$ cat config.mk
export PLATFORM = sky130hd
export DESIGN_NAME = sdram_replay_sched_flat
export DESIGN_NICKNAME = d
export VERILOG_FILES = /design/src/rtl/sdram_replay_sched_if.sv /design/src/rtl/sdram_replay_sched.sv /design/src/flat_wrapper.sv
export SDC_FILE = /design/constraint.sdc
export NUM_CORES = 1
export LEC_CHECK = 0
export CAP_MARGIN = 20
export CORE_MARGIN = 5
export CORE_UTILIZATION = 54
export DETAILED_ROUTE_END_ITERATION = 6
export GPL_ROUTABILITY_DRIVEN = 1
export GPL_TIMING_DRIVEN = 0
export PLACE_DENSITY = 0.82
export SLEW_MARGIN = 25
export SYNTH_ARGS = -nofsm -noshare
export SYNTH_HDL_FRONTEND = slang
export SYNTH_SLANG_ARGS = --single-unit
export TNS_END_PERCENT = 100
$ cat constraint.sdc
create_clock -name clk -period 5.1 [get_ports clk]
set_input_delay 0.51 -clock clk [delete_from_list [all_inputs] [get_ports clk]]
set_output_delay 0.51 -clock clk [all_outputs]
set_load 0.02 [all_outputs]
$ cat src/rtl/sdram_replay_sched_if.sv
// sdram_replay_sched_if: host command and SDRAM handler register-bus signals for the replay scheduler
interface sdram_replay_sched_if;
  logic        cmd_valid;
  logic        cmd_ready;
  logic [23:0] cmd_addr;
  logic [23:0] cmd_len;
  logic        abort;
  logic        busy;
  logic        done;
  logic [23:0] words_left;
  logic        rd_beat;
  logic        h_avalid;
  logic        h_awe;
  logic        h_aaddr;
  logic [31:0] h_adata;
  logic        h_bvalid;
  logic [31:0] h_bdata;
  modport master (
    input  cmd_valid, cmd_addr, cmd_len, abort, rd_beat, h_bvalid, h_bdata,
    output cmd_ready, busy, done, words_left, h_avalid, h_awe, h_aaddr, h_adata
  );
  modport slave (
    output cmd_valid, cmd_addr, cmd_len, abort, rd_beat, h_bvalid, h_bdata,
    input  cmd_ready, busy, done, words_left, h_avalid, h_awe, h_aaddr, h_adata
  );
endinterface

$ cat src/rtl/sdram_replay_sched.sv
// sdram_replay_sched: replays captured SDRAM words in chunks that the handler has already written
module sdram_replay_sched #(
  parameter int CHUNK_MAX = 4095
) (
  input logic clk,
  input logic rst,
  sdram_replay_sched_if.master bus
);
  typedef enum logic [2:0] {IDLE, POLL, WAIT_ST, SET_ADDR, SET_CNT, DRAIN, FINISH, CANCEL} state_t;
  state_t state, nxt;
  logic [23:0] cur_addr, left, avail, lim, n_calc;
  logic [11:0] n, beats;
  logic        cmd_ready, busy, done, h_avalid, h_awe, h_aaddr;
  logic [31:0] h_adata;
  logic        accept, last_beat, kill, issue;
  logic        unused;
  assign unused = ^bus.h_bdata[31:24];
  assign bus.cmd_ready  = cmd_ready;
  assign bus.busy       = busy;
  assign bus.done       = done;
  assign bus.words_left = left;
  assign bus.h_avalid   = h_avalid;
  assign bus.h_awe      = h_awe;
  assign bus.h_aaddr    = h_aaddr;
  assign bus.h_adata    = h_adata;
  always_comb begin
    accept    = state == IDLE && bus.cmd_valid && cmd_ready;
    kill      = state != IDLE && bus.abort;
    avail     = bus.h_bdata[23:0] - cur_addr;
    lim       = left < 24'(CHUNK_MAX) ? left : 24'(CHUNK_MAX);
    n_calc    = lim < avail ? lim : avail;
    last_beat = bus.rd_beat && (beats + 12'd1 == n);
    issue     = (state == POLL || state == SET_ADDR || state == SET_CNT) && !kill;
    nxt       = state;
    case (state)
      IDLE:     if (accept) nxt = bus.cmd_len == 24'd0 ? FINISH : POLL;
      POLL:     nxt = WAIT_ST;
      WAIT_ST:  if (bus.h_bvalid) nxt = n_calc == 24'd0 ? POLL : SET_ADDR;
      SET_ADDR: nxt = SET_CNT;
      SET_CNT:  nxt = DRAIN;
      DRAIN:    if (last_beat) nxt = left == {12'h0, n} ? FINISH : POLL;
      default:  nxt = IDLE;
    endcase
    // abort outranks everything; once a count may be live in the handler it must be zeroed
    if (kill) nxt = (state == SET_CNT || state == DRAIN) ? CANCEL : IDLE;
  end
  always_ff @(posedge clk) begin
    if (rst) begin
      state     <= IDLE;
      cmd_ready <= 1'b0;
      busy      <= 1'b0;
      done      <= 1'b0;
      left      <= '0;
      cur_addr  <= '0;
      n         <= '0;
      beats     <= '0;
      h_avalid  <= 1'b0;
      h_awe     <= 1'b0;
      h_aaddr   <= 1'b0;
      h_adata   <= '0;
    end else begin
      state     <= nxt;
      cmd_ready <= nxt == IDLE;
      busy      <= nxt != IDLE;
      done      <= state == FINISH && !kill;
      h_avalid  <= issue || state == CANCEL;
      h_awe     <= (issue && state != POLL) || state == CANCEL;
      h_aaddr   <= (issue && state == SET_CNT) || state == CANCEL;
      h_adata   <= !issue ? 32'h0 : state == SET_ADDR ? {8'h00, cur_addr} : state == SET_CNT ? {20'h0, n} : 32'h0;
      if (accept) begin
        cur_addr <= bus.cmd_addr;
        left     <= bus.cmd_len;
      end
      if (state == WAIT_ST && bus.h_bvalid) n <= n_calc[11:0];
      if (state == SET_CNT) beats <= '0;
      if (state == DRAIN && bus.rd_beat && !kill) begin
        beats <= beats + 12'd1;
        if (last_beat) begin
          cur_addr <= cur_addr + {12'h0, n};
          left     <= left - {12'h0, n};
        end
      end
      if (kill) left <= '0;
    end
  end
endmodule

$ cat src/flat_wrapper.sv
// flat-port wrapper written by rule: the top's interface ports become plain ports
module sdram_replay_sched_flat 
#(
  parameter int CHUNK_MAX = 4095
)
  (clk, rst, bus_cmd_valid, bus_cmd_addr, bus_cmd_len, bus_abort, bus_rd_beat, bus_h_bvalid, bus_h_bdata, bus_cmd_ready, bus_busy, bus_done, bus_words_left, bus_h_avalid, bus_h_awe, bus_h_aaddr, bus_h_adata);
  sdram_replay_sched_if bus_i ();
  input logic clk;
  input logic rst;
  input wire logic [$bits(bus_i.cmd_valid)-1:0] bus_cmd_valid;
  input wire logic [$bits(bus_i.cmd_addr)-1:0] bus_cmd_addr;
  input wire logic [$bits(bus_i.cmd_len)-1:0] bus_cmd_len;
  input wire logic [$bits(bus_i.abort)-1:0] bus_abort;
  input wire logic [$bits(bus_i.rd_beat)-1:0] bus_rd_beat;
  input wire logic [$bits(bus_i.h_bvalid)-1:0] bus_h_bvalid;
  input wire logic [$bits(bus_i.h_bdata)-1:0] bus_h_bdata;
  output wire logic [$bits(bus_i.cmd_ready)-1:0] bus_cmd_ready;
  output wire logic [$bits(bus_i.busy)-1:0] bus_busy;
  output wire logic [$bits(bus_i.done)-1:0] bus_done;
  output wire logic [$bits(bus_i.words_left)-1:0] bus_words_left;
  output wire logic [$bits(bus_i.h_avalid)-1:0] bus_h_avalid;
  output wire logic [$bits(bus_i.h_awe)-1:0] bus_h_awe;
  output wire logic [$bits(bus_i.h_aaddr)-1:0] bus_h_aaddr;
  output wire logic [$bits(bus_i.h_adata)-1:0] bus_h_adata;
  assign bus_i.cmd_valid = bus_cmd_valid;
  assign bus_i.cmd_addr = bus_cmd_addr;
  assign bus_i.cmd_len = bus_cmd_len;
  assign bus_i.abort = bus_abort;
  assign bus_i.rd_beat = bus_rd_beat;
  assign bus_i.h_bvalid = bus_h_bvalid;
  assign bus_i.h_bdata = bus_h_bdata;
  assign bus_cmd_ready = bus_i.cmd_ready;
  assign bus_busy = bus_i.busy;
  assign bus_done = bus_i.done;
  assign bus_words_left = bus_i.words_left;
  assign bus_h_avalid = bus_i.h_avalid;
  assign bus_h_awe = bus_i.h_awe;
  assign bus_h_aaddr = bus_i.h_aaddr;
  assign bus_h_adata = bus_i.h_adata;
  sdram_replay_sched #(.CHUNK_MAX(CHUNK_MAX)) u_core (.clk(clk), .rst(rst), .bus(bus_i));
endmodule
# Yosys cells after proc, flatten, opt, wreduce, memory -nomap -nowiden
# Index checks and enable logic that the tools add are counted.
# totals
input_bits,86
reg_bits,113
# op_classes
n_reduce_logical,28
muxes,21
bitwise_logic,1
addsub,4
magnitude_cmp,2
n_eq_ne,10
# op_table
op,count
two-way mux 24 bit,9
logical NOT 24 bit,2
two-way mux 12 bit,3
adder 24 x 12 -> 24 bit,1
equality test 24 x 12 -> 1 bit,1
"< comparator 24 x 12 -> 1 bit, second input constant",1
< comparator 24 bit,1
subtractor 24 x 12 -> 24 bit,1
subtractor 24 bit,1
two-way mux 3 bit,7
one-hot mux 3 bit (6 select lines),1
"adder 12 x 1 -> 12 bit, second input constant",1
equality test 12 bit,1
"equality test 3 bit, second input constant",4
logical AND 1 bit,11
"equality test 3 x 2 -> 1 bit, second input constant",2
logical NOT 3 bit,2
logical OR 1 bit,6
nonzero test 3 bit,2
OR reduction 2 bit,2
"equality test 3 x 1 -> 1 bit, second input constant",1
"inequality test 3 x 1 -> 1 bit, second input constant",1
OR reduction 3 bit,1
two-way mux 2 bit,1
other kinds (3),3

# Longest topological paths before layout
# Gate-level depths: netlist of the first run.
# depth
word_depth,10
ltp_mapped,21
ltp_nobuf,20

# Least setup slack after synthesis of the first run
# Ideal clock, no wire load.
# synth_timing
path_type,input -> register
start,input bus_h_bdata[0]
end,"register u_core.cmd_ready, in the netlist u_core.bus.cmd_ready"
arrival_time_ns,4.203
path_slack_ns,0.837
stages,20
cell_sequence,inv_1 > ha_1 > inv_1 > fa_1 > a211oi_1 > nor4_1 > a211oi_1 > o31ai_1 > mux2_2 > inv_1 > ha_1 > nand4_1 > nor3_1 > nand2_1 > a31oi_1 > nor2_4 > nor3_1 > a41oi_2 > o31ai_2 > and3b_1
# synth_between
elab_chain_len,9
# synth_lines
item,line,text
start: declaration,flat_wrapper.sv:16,input wire logic [$bits(bus_i.h_bdata)-1:0] bus_h_bdata;
subtractor 24 bit (*),sdram_replay_sched.sv:29,avail = bus.h_bdata[23:0] - cur_addr;
< comparator 24 bit,sdram_replay_sched.sv:31,n_calc = lim < avail ? lim : avail;
two-way mux 24 bit (*),sdram_replay_sched.sv:31,
logical NOT 24 bit (*),sdram_replay_sched.sv:38,WAIT_ST: if (bus.h_bvalid) nxt = n_calc == 24'd0 ? POLL : SET_ADDR;
two-way mux 2 bit (*),sdram_replay_sched.sv:38,
two-way mux 3 bit (*),sdram_replay_sched.sv:38,
one-hot mux 3 bit (6 select lines) (*),sdram_replay_sched.sv:35,case (state)
two-way mux 3 bit (*),sdram_replay_sched.sv:45,if (kill) nxt = (state == SET_CNT || state == DRAIN) ? CANCEL : IDLE;
logical NOT 3 bit (*),sdram_replay_sched.sv:63,cmd_ready <= nxt == IDLE;
end signal: assignment,sdram_replay_sched.sv:50,cmd_ready <= 1'b0;
end signal: assignment,sdram_replay_sched.sv:63,
end: declaration,sdram_replay_sched.sv:13,"logic cmd_ready, busy, done, h_avalid, h_awe, h_aaddr;"
# Mark *: on every way between the ends. The rest lies on a longest branch, timed or not.
# A chain may end at the register's enable or synchronous reset.

# Worst setup path after layout of the first run
# Ends and elaborated chain as after synthesis.

==> flow_metrics.env, run 1 <==
export IMPL_vias=9287
export IMPL_timing_critical_path_to="u_core.bus.cmd_ready"
export IMPL_synth_compound_gate_area_share_pct=27.11
export IMPL_top_level_ports=148
export IMPL_met2_wire_length_um=12220
export IMPL_met1_length_um=12390
export IMPL_p_leak_nw=3.945
export IMPL_drt_total_wl_um=29000
export IMPL_postCtsSetupBuffers=0
export IMPL_synthesis_instances=1114
export IMPL_via_count_of_the_first_global_routing_pass=8534
export IMPL_nets=1435
export IMPL_synth_top_flop_cell="dfxtp_1"
export IMPL_setup_repair_after_global_routing_missed_its_margin="false"
export IMPL_worst_path_max_fanout=7
export IMPL_final_setup_viol_count=0
export IMPL_synthSimpleGateAreaFrac_pct=24.99
export IMPL_netlist_top_cells_count="nor2_1, nand2_1, dfxtp_1"
export IMPL_syn_to_final_growth_pct=23.27
export IMPL_clock_power_share_pct=28.1
export IMPL_floorplan_core_area_um2=15200
export IMPL_yosys_register_bits=105
export IMPL_yosys_area_share_adder_pct=11.33
export IMPL_post_synth_xor_area_fraction_pct=4.708
export IMPL_end_of_the_worst_register_to_register_path="u_core.bus.cmd_ready"
export IMPL_cp_data_required_time_ns=5.40
export IMPL_period_share_pct=94.02
export IMPL_clock_tree_from_tritoncts="built"
export IMPL_crit_reg2reg_launch="u_core.cur_addr[14]"
export IMPL_synth_top_cells_by_area="dfxtp_1, ha_1, a21oi_1, nor2_1, nand2_1"
export IMPL_grt_overflow_total=0
export IMPL_reg2regPathDepth=19
export IMPL_synth_lib_cells_used_distinct=77
export IMPL_final_gp_congestion=1.016
export IMPL_crit_path_cell_chain="clkdlybuf4s50_1 > inv_1 > ha_1 > inv_1 > fa_1 > a211oi_2 > nor3_1 > o311ai_1 > mux2i_1 > o311ai_0 > inv_1 > ha_1 > nand2_1 > nor3_1 > o221ai_1 > o211ai_1 > nor2_4 > nor3_1 > a41oi_2 > o31ai_2 > and3b_1"
export IMPL_drive_above_1_share_pct=5.313
export IMPL_outcome="finished, final reports clean"
export IMPL_largest_net_degree_at_the_start_of_global_routing=21
export IMPL_cts_hold_buffers_added=0
export IMPL_portBuffers=131
export IMPL_post_route_util_pct=67.88
export IMPL_critical_path_startpoint="bus_h_bdata[0]"
export IMPL_post_route_min_period_ns=4.795
export IMPL_critical_path_max_stage_delay_ns=0.42
export IMPL_clock_root_cell="clkbuf_16"
export IMPL_yosysTopAreaCell="dfxtp_1"
export IMPL_achievable_frequency_mhz=208.6
export IMPL_synth_area_um2=8372
export IMPL_maxSlewViolCount=0
export IMPL_worst_slack_placed_ns=-0.4606
export IMPL_final_setup_worst_slack_ns=0.3050
export IMPL_antenna_found_initial=0
export IMPL_sw_frac_of_total_pct=37.75
export IMPL_pwr_share_comb_pct=36.9
export IMPL_design_die_area_um2=18090
export IMPL_grt_pass1_wl_um=44320
export IMPL_worstHoldPathType="flop to flop"
export IMPL_fraction_of_the_yosys_area_taken_by_sequential_cells_pct=25.11
export IMPL_dieWidth_um=134.5
export IMPL_final_hold_violation_count=0
export IMPL_first_pass_iters=5
export IMPL_yosysMostFrequentCell="nor2_1"
export IMPL_critical_path_class="input port to flop"
export IMPL_slowest_stage="fa_1"
export IMPL_max_cap_violations=0
export IMPL_worstPathArrival_ns=5.10
export IMPL_routed_length_on_met3_um=3112
export IMPL_cts_sink_count=105
export IMPL_synth_top_cell_area_share_pct=25.11
export IMPL_worst_slew_pin_slew_ns=0.9944
export IMPL_top_layer="met4"
export IMPL_ys_async_sr_fraction_pct=0
export IMPL_num_antenna_cells=0
export IMPL_yosys_mux_area_fraction_pct=0.6277
export IMPL_crit_path_start_kind="input port"
export IMPL_worstSetupEndpointType="flop"
export IMPL_setup_reg_to_reg_worst_slack_ns=0.45
export IMPL_worstSkewPairLatency_ns=0.36
export IMPL_clock_pin_transition_on_the_worst_setup_and_hold_timing_paths_ns=0.08
export IMPL_clock_skew_ns=0.007644
export IMPL_power_per_cell_area_nw_per_um2=246.7
export IMPL_ctsHtreeMaxLevel=3
export IMPL_dieHeight_um=134.5
export IMPL_gr_usage_all_layers_pct=30.66
export IMPL_power_internal_mw=1.585
export IMPL_initial_utilization_pct=55.07
export IMPL_floorplan_rows=45
export IMPL_worst_slew_margin_rel_pct=32.00
export IMPL_ir_drop_uv=168.7
export IMPL_number_of_buffers_added_by_the_clock_tree_synthesis_step=9
export IMPL_route_detailed_wl_per_inst_um=19.75
export IMPL_cts_path_max_buffers=2
export IMPL_num_fill_cells=1358
export IMPL_detail_route_iter0_violations=1040
export IMPL_synth_top_family_by_area="compound AO/OA/AOI/OAI gates"
export IMPL_pwr_share_seq_pct=35.0
export IMPL_whs_ns=0.4956
export IMPL_net_switching_power_mw=0.9610
export IMPL_synth_yosys_warnings=0
export IMPL_postSynthAreaPerCell_um2=7.515
export IMPL_timing_setup_tns_ns=0
export IMPL_avgViaCountPerCell=6.326
export IMPL_drc=0
export IMPL_number_of_enable_flip_flop_cells_after_synthesis=0
export IMPL_place_detailed_hpwl_um=22510
export IMPL_ant_nets=0
## per-stage QoR
stage               instances  area (µm²)  power [mW]
floorplan                1133        8443       1.523
global placement         1452        9990       1.795
detailed placement       1452        9990       1.810
CTS                      1468       10300       2.514
global route             1468       10320       2.668
finish                   1468       10320       2.546
## how the worst min path moves through the flow
| stage | endpoint | cells after the start | from | slack, ns |
|---|---|---|---|---|
| final | u_core.bus.h_adata[19] | 1 | u_core.cur_addr[19] | 0.50 |
| after global routing | u_core.bus.h_adata[19] | 1 | u_core.cur_addr[19] | 0.51 |
| after CTS | u_core.bus.h_adata[19] | 1 | u_core.cur_addr[19] | 0.50 |
| after detailed placement | u_core.bus.h_adata[19] | 1 | u_core.cur_addr[19] | 0.47 |
| after global placement | u_core.bus.h_adata[19] | 1 | u_core.cur_addr[19] | 0.48 |
| after floorplan | u_core.bus.h_adata[19] | 1 | u_core.cur_addr[19] | 0.45 |
## cell usage in the layout, fill, tap and decap left out, types with 8 or more instances in the layout
master and n:
clkdlybuf4s50_1 131, nor2_1 118, nand2_1 106, dfxtp_1 105
a21oi_1 90, ha_1 71, inv_1 57, o21ai_0 54
clkbuf_1 48, nor3_1 35, a211oi_1 31, xnor2_1 29
and3_1 24, conb_1 20, o211ai_1 19, or3_1 17
nand3_1 17, a21o_1 17, a31oi_1 17, or2_2 16
nand4_1 16, o21a_1 16, xor2_1 16, a22oi_1 16
nor4_1 15, buf_2 11, and2_1 10, a311oi_1 10
clkbuf_16 9, buf_4 8
## logic make-up after synthesis
family / Yosys count
other: 1
AOI/OAI and AO/OA: 340
adders and majority gates: 74
and+or+nand+nor: 420
xor gates and xnor gates: 45
DFF: 105
buffers and inverters: 124
muxes: 5
## final cells by class
cell class / count / area [µm²] / area share, %
timing repair buffer: 131 / 1311 / 12.71
inverter: 57 / 214.0 / 2.073
clock buffer: 9 / 225.2 / 2.182
clock inverter: 7 / 77.57 / 0.7517
buffer: 67 / 295.3 / 2.861
tap: 188 / 235.2 / 2.279
sequential: 105 / 2102 / 20.37
multi-input combinational: 904 / 5859 / 56.78
## power groups by stage
stage          logic, mW  clock network, mW  registers (mW)
2_1_floorplan      0.618                  0           0.905
3_3_place_gp       0.887                  0           0.908
3_5_place_dp       0.902                  0           0.908
4_1_cts            0.910              0.716           0.889
5_1_grt             1.03              0.750           0.893
6_report           0.940              0.714           0.892
## worst max-delay path: cells and delay by family
family          cells  cell delay, ns
compound gates      7            1.98
simple gates        6            1.01
fa+ha+maj           3            0.71
buf+inv             4            0.65
mux                 1            0.22
## layer usage
| metal | global-route usage, % | up-vias |
|---|---|---|
| met5 | 0 | - |
| met1 | 41.82 | 4261 |
| met3 | 6.222 | 98 |
| met2 | 47.35 | 536 |
| li1 | - | 4392 |
| met4 | 12.84 | 0 |
## timing repair
action / CTS / global route
setup endpoints to repair: 3 / 10
pin swaps: 0 / 2
gates resized for setup: 1 / 7
## sequential cells by signal, indices dropped and copies added, names as in the netlist
register,flops
u_core.bus.busy,1
u_core.bus.words_left,24
u_core.cur_addr,24
u_core.bus.h_aaddr,1
u_core.beats,12
u_core.bus.h_avalid,1
u_core.bus.h_adata,24
u_core.bus.done,1
u_core.state,3
u_core.bus.cmd_ready,1
u_core.n,12
u_core.bus.h_awe,1
Power figures use the tool's default switching activity.
==> run 2: changes to the inputs <==
--- a/config.mk
+++ b/config.mk
@@ -12,6 +12,7 @@
 export GPL_ROUTABILITY_DRIVEN = 1
 export GPL_TIMING_DRIVEN = 0
 export PLACE_DENSITY = 0.82
+export REMOVE_ABC_BUFFERS = 1
 export SLEW_MARGIN = 25
 export SYNTH_ARGS = -nofsm -noshare
 export SYNTH_HDL_FRONTEND = slang
==> flow_metrics.env, run 2 (synthesized netlist as in run 1, its figures left out) <==
export IMPL_via_count_of_the_first_global_routing_pass=8158
export IMPL_post_route_min_period_ns=4.875
export IMPL_worst_slew_pin_slew_ns=1.041
export IMPL_cts_hold_buffers_added=0
export IMPL_drt_total_wl_um=25060
export IMPL_multiInputGateArea_um2=5914
export IMPL_detail_route_iter0_violations=600
export IMPL_route_detailed_wl_per_inst_um=17.81
export IMPL_worstSkewPairLatency_ns=0.37
export IMPL_largest_net_degree_at_the_start_of_global_routing=59
export IMPL_total_power_mw=2.479
export IMPL_outcome="finished, final reports clean"
export IMPL_detailed_place_area_um2=9813
export IMPL_ir_drop_uv=196.9
export IMPL_worst_slew_margin_rel_pct=28.83
export IMPL_cts_path_max_buffers=2
export IMPL_final_hold_violation_count=0
export IMPL_layout_cells_most_common="clkdlybuf4s50_1"
export IMPL_clock_skew_ns=0.009492
export IMPL_crit_path_cell_chain="clkdlybuf4s50_1 > ha_1 > a2111oi_2 > a21boi_0 > o21ai_0 > and2_1 > o211a_1 > ha_1 > nand4_1 > nor3_1 > o221ai_1 > o211ai_1 > nor2_4 > nor3_1 > a41oi_2 > o31ai_2 > a21oi_1"
export IMPL_grt_pass1_wl_um=40030
export IMPL_crit_path_start_kind="input port"
export IMPL_achievable_frequency_mhz=205.1
export IMPL_crit_reg2reg_launch="u_core.cur_addr[6]"
export IMPL_clock_pin_transition_on_the_worst_setup_and_hold_timing_paths_ns=0.08
export IMPL_floorplan_core_area_um2=15200
export IMPL_power_per_cell_area_nw_per_um2=244.2
export IMPL_critical_path_max_stage_delay_ns=0.51
export IMPL_cp_data_required_time_ns=5.32
export IMPL_critical_path_class="input port to flop"
export IMPL_top_level_ports=148
export IMPL_number_of_buffers_added_by_the_clock_tree_synthesis_step=9
export IMPL_clock_root_cell="clkbuf_16"
export IMPL_drc=0
export IMPL_num_antenna_cells=0
export IMPL_hold_start="u_core.cur_addr[19]"
export IMPL_max_cap_violations=0
export IMPL_drive_above_1_share_pct=5.086
export IMPL_ant_nets=0
export IMPL_worstHoldPathType="flop to flop"
export IMPL_first_pass_iters=5
export IMPL_worstPathArrival_ns=5.09
export IMPL_syn_to_final_growth_pct=21.24
export IMPL_gr_usage_all_layers_pct=26.89
export IMPL_dieHeight_um=134.5
export IMPL_portBuffers=131
export IMPL_final_setup_viol_count=0
export IMPL_avgViaCountPerCell=6.183
export IMPL_grt_overflow_total=0
export IMPL_worstSetupEndpointType="flop"
export IMPL_whs_ns=0.5024
export IMPL_slowest_stage="a2111oi_2"
export IMPL_design_die_area_um2=18090
export IMPL_layout_cell_area_non_filler_um2=10150
export IMPL_num_fill_cells=1333
export IMPL_maxSlewViolCount=0
export IMPL_period_share_pct=95.58
export IMPL_worst_path_max_fanout=25
export IMPL_seq_area_um2=2102
export IMPL_clock_tree_from_tritoncts="built"
export IMPL_critical_path_startpoint="bus_h_bdata[6]"
export IMPL_initial_utilization_pct=55.07
export IMPL_p_leak_nw=3.838
export IMPL_final_gp_congestion=0.9738
export IMPL_vias=8699
export IMPL_floorplan_rows=45
export IMPL_commonest_non_fill_non_tap_cells_in_the_layout="clkdlybuf4s50_1, nor2_1, nand2_1"
export IMPL_cts_sink_count=105
export IMPL_setup_reg_to_reg_worst_slack_ns=0.39
export IMPL_nets=1374
export IMPL_dieWidth_um=134.5
export IMPL_ctsHtreeMaxLevel=3
export IMPL_antenna_found_initial=0
export IMPL_post_route_util_pct=66.77
export IMPL_place_detailed_hpwl_um=18720
-- run 2: changes by cell type in the layout (fill, tap and decap cells not counted), sizes merged --
cell,previous run,this run
clkinv,5,3
clkdlybuf4s50,131,130
clkinvlp,1,0
buf,19,7
inv,58,60
clkbuf,57,10
-- run 2: repair_timing --
action                     in CTS  in global routing
setup endpoints to repair       3                  3
pin swaps                       0                  2
cloned                          0                  0
setup buffers                   0                  1
gates resized for setup         4                  7
-- run 2: report_power, final --
| part | internal (mW) | switching [mW] |
|---|---|---|
| Clock | 0.338 | 0.347 |
| Combinational | 0.389 | 0.517 |
| Sequential | 0.847 | 0.0405 |
| Total | 1.57 | 0.905 |
-- run 2: layout make-up --
| class | instances | share of cell area (%) |
|---|---|---|
| Inverter | 57 | 2.108 |
| Tap cell | 188 | 2.318 |
| Multi-Input combinational cell | 904 | 58.27 |
| Clock inverter | 6 | 0.4808 |
| Sequential cell | 105 | 20.71 |
| Clock buffer | 10 | 2.256 |
| Timing Repair Buffer | 137 | 13.86 |
-- run 2: final timing paths --
path                                  to  depth (start not counted)
hold reg to reg   u_core.bus.h_adata[19]                          1
setup / recovery         u_core.bus.busy                         17
hold / removal    u_core.bus.h_adata[19]                          1
setup reg to reg         u_core.bus.busy                         17
-- run 2: critical path: cells and delay by family --
family / cells / cell delay, ns
adders and majority gates: 2 / 0.55
AOI/OAI and AO/OA: 9 / 2.43
and+or+nand+nor: 5 / 1.15
buffers and inverters: 1 / 0.44
-- run 2: stage by stage --
stage	worst slack, ns	TNS, ns	std cells
final	0.2253	0	1407
after global routing	-0.01738	-0.03021	1407
after CTS	0.08354	0	1406
after detailed placement	-0.5256	-1.529	1390
after global placement	-0.5437	-1.788	1385
after floorplan	0.7398	0	1066
-- run 2: per-layer routing --
metal	vias to the layer above	part of all wire [%]	track usage, %
li1	4258	-	-
met1	4055	43	34.69
met2	325	47	44.69
met3	61	7.1	5.626
met4	0	2.8	9.502
met5	-	0	0
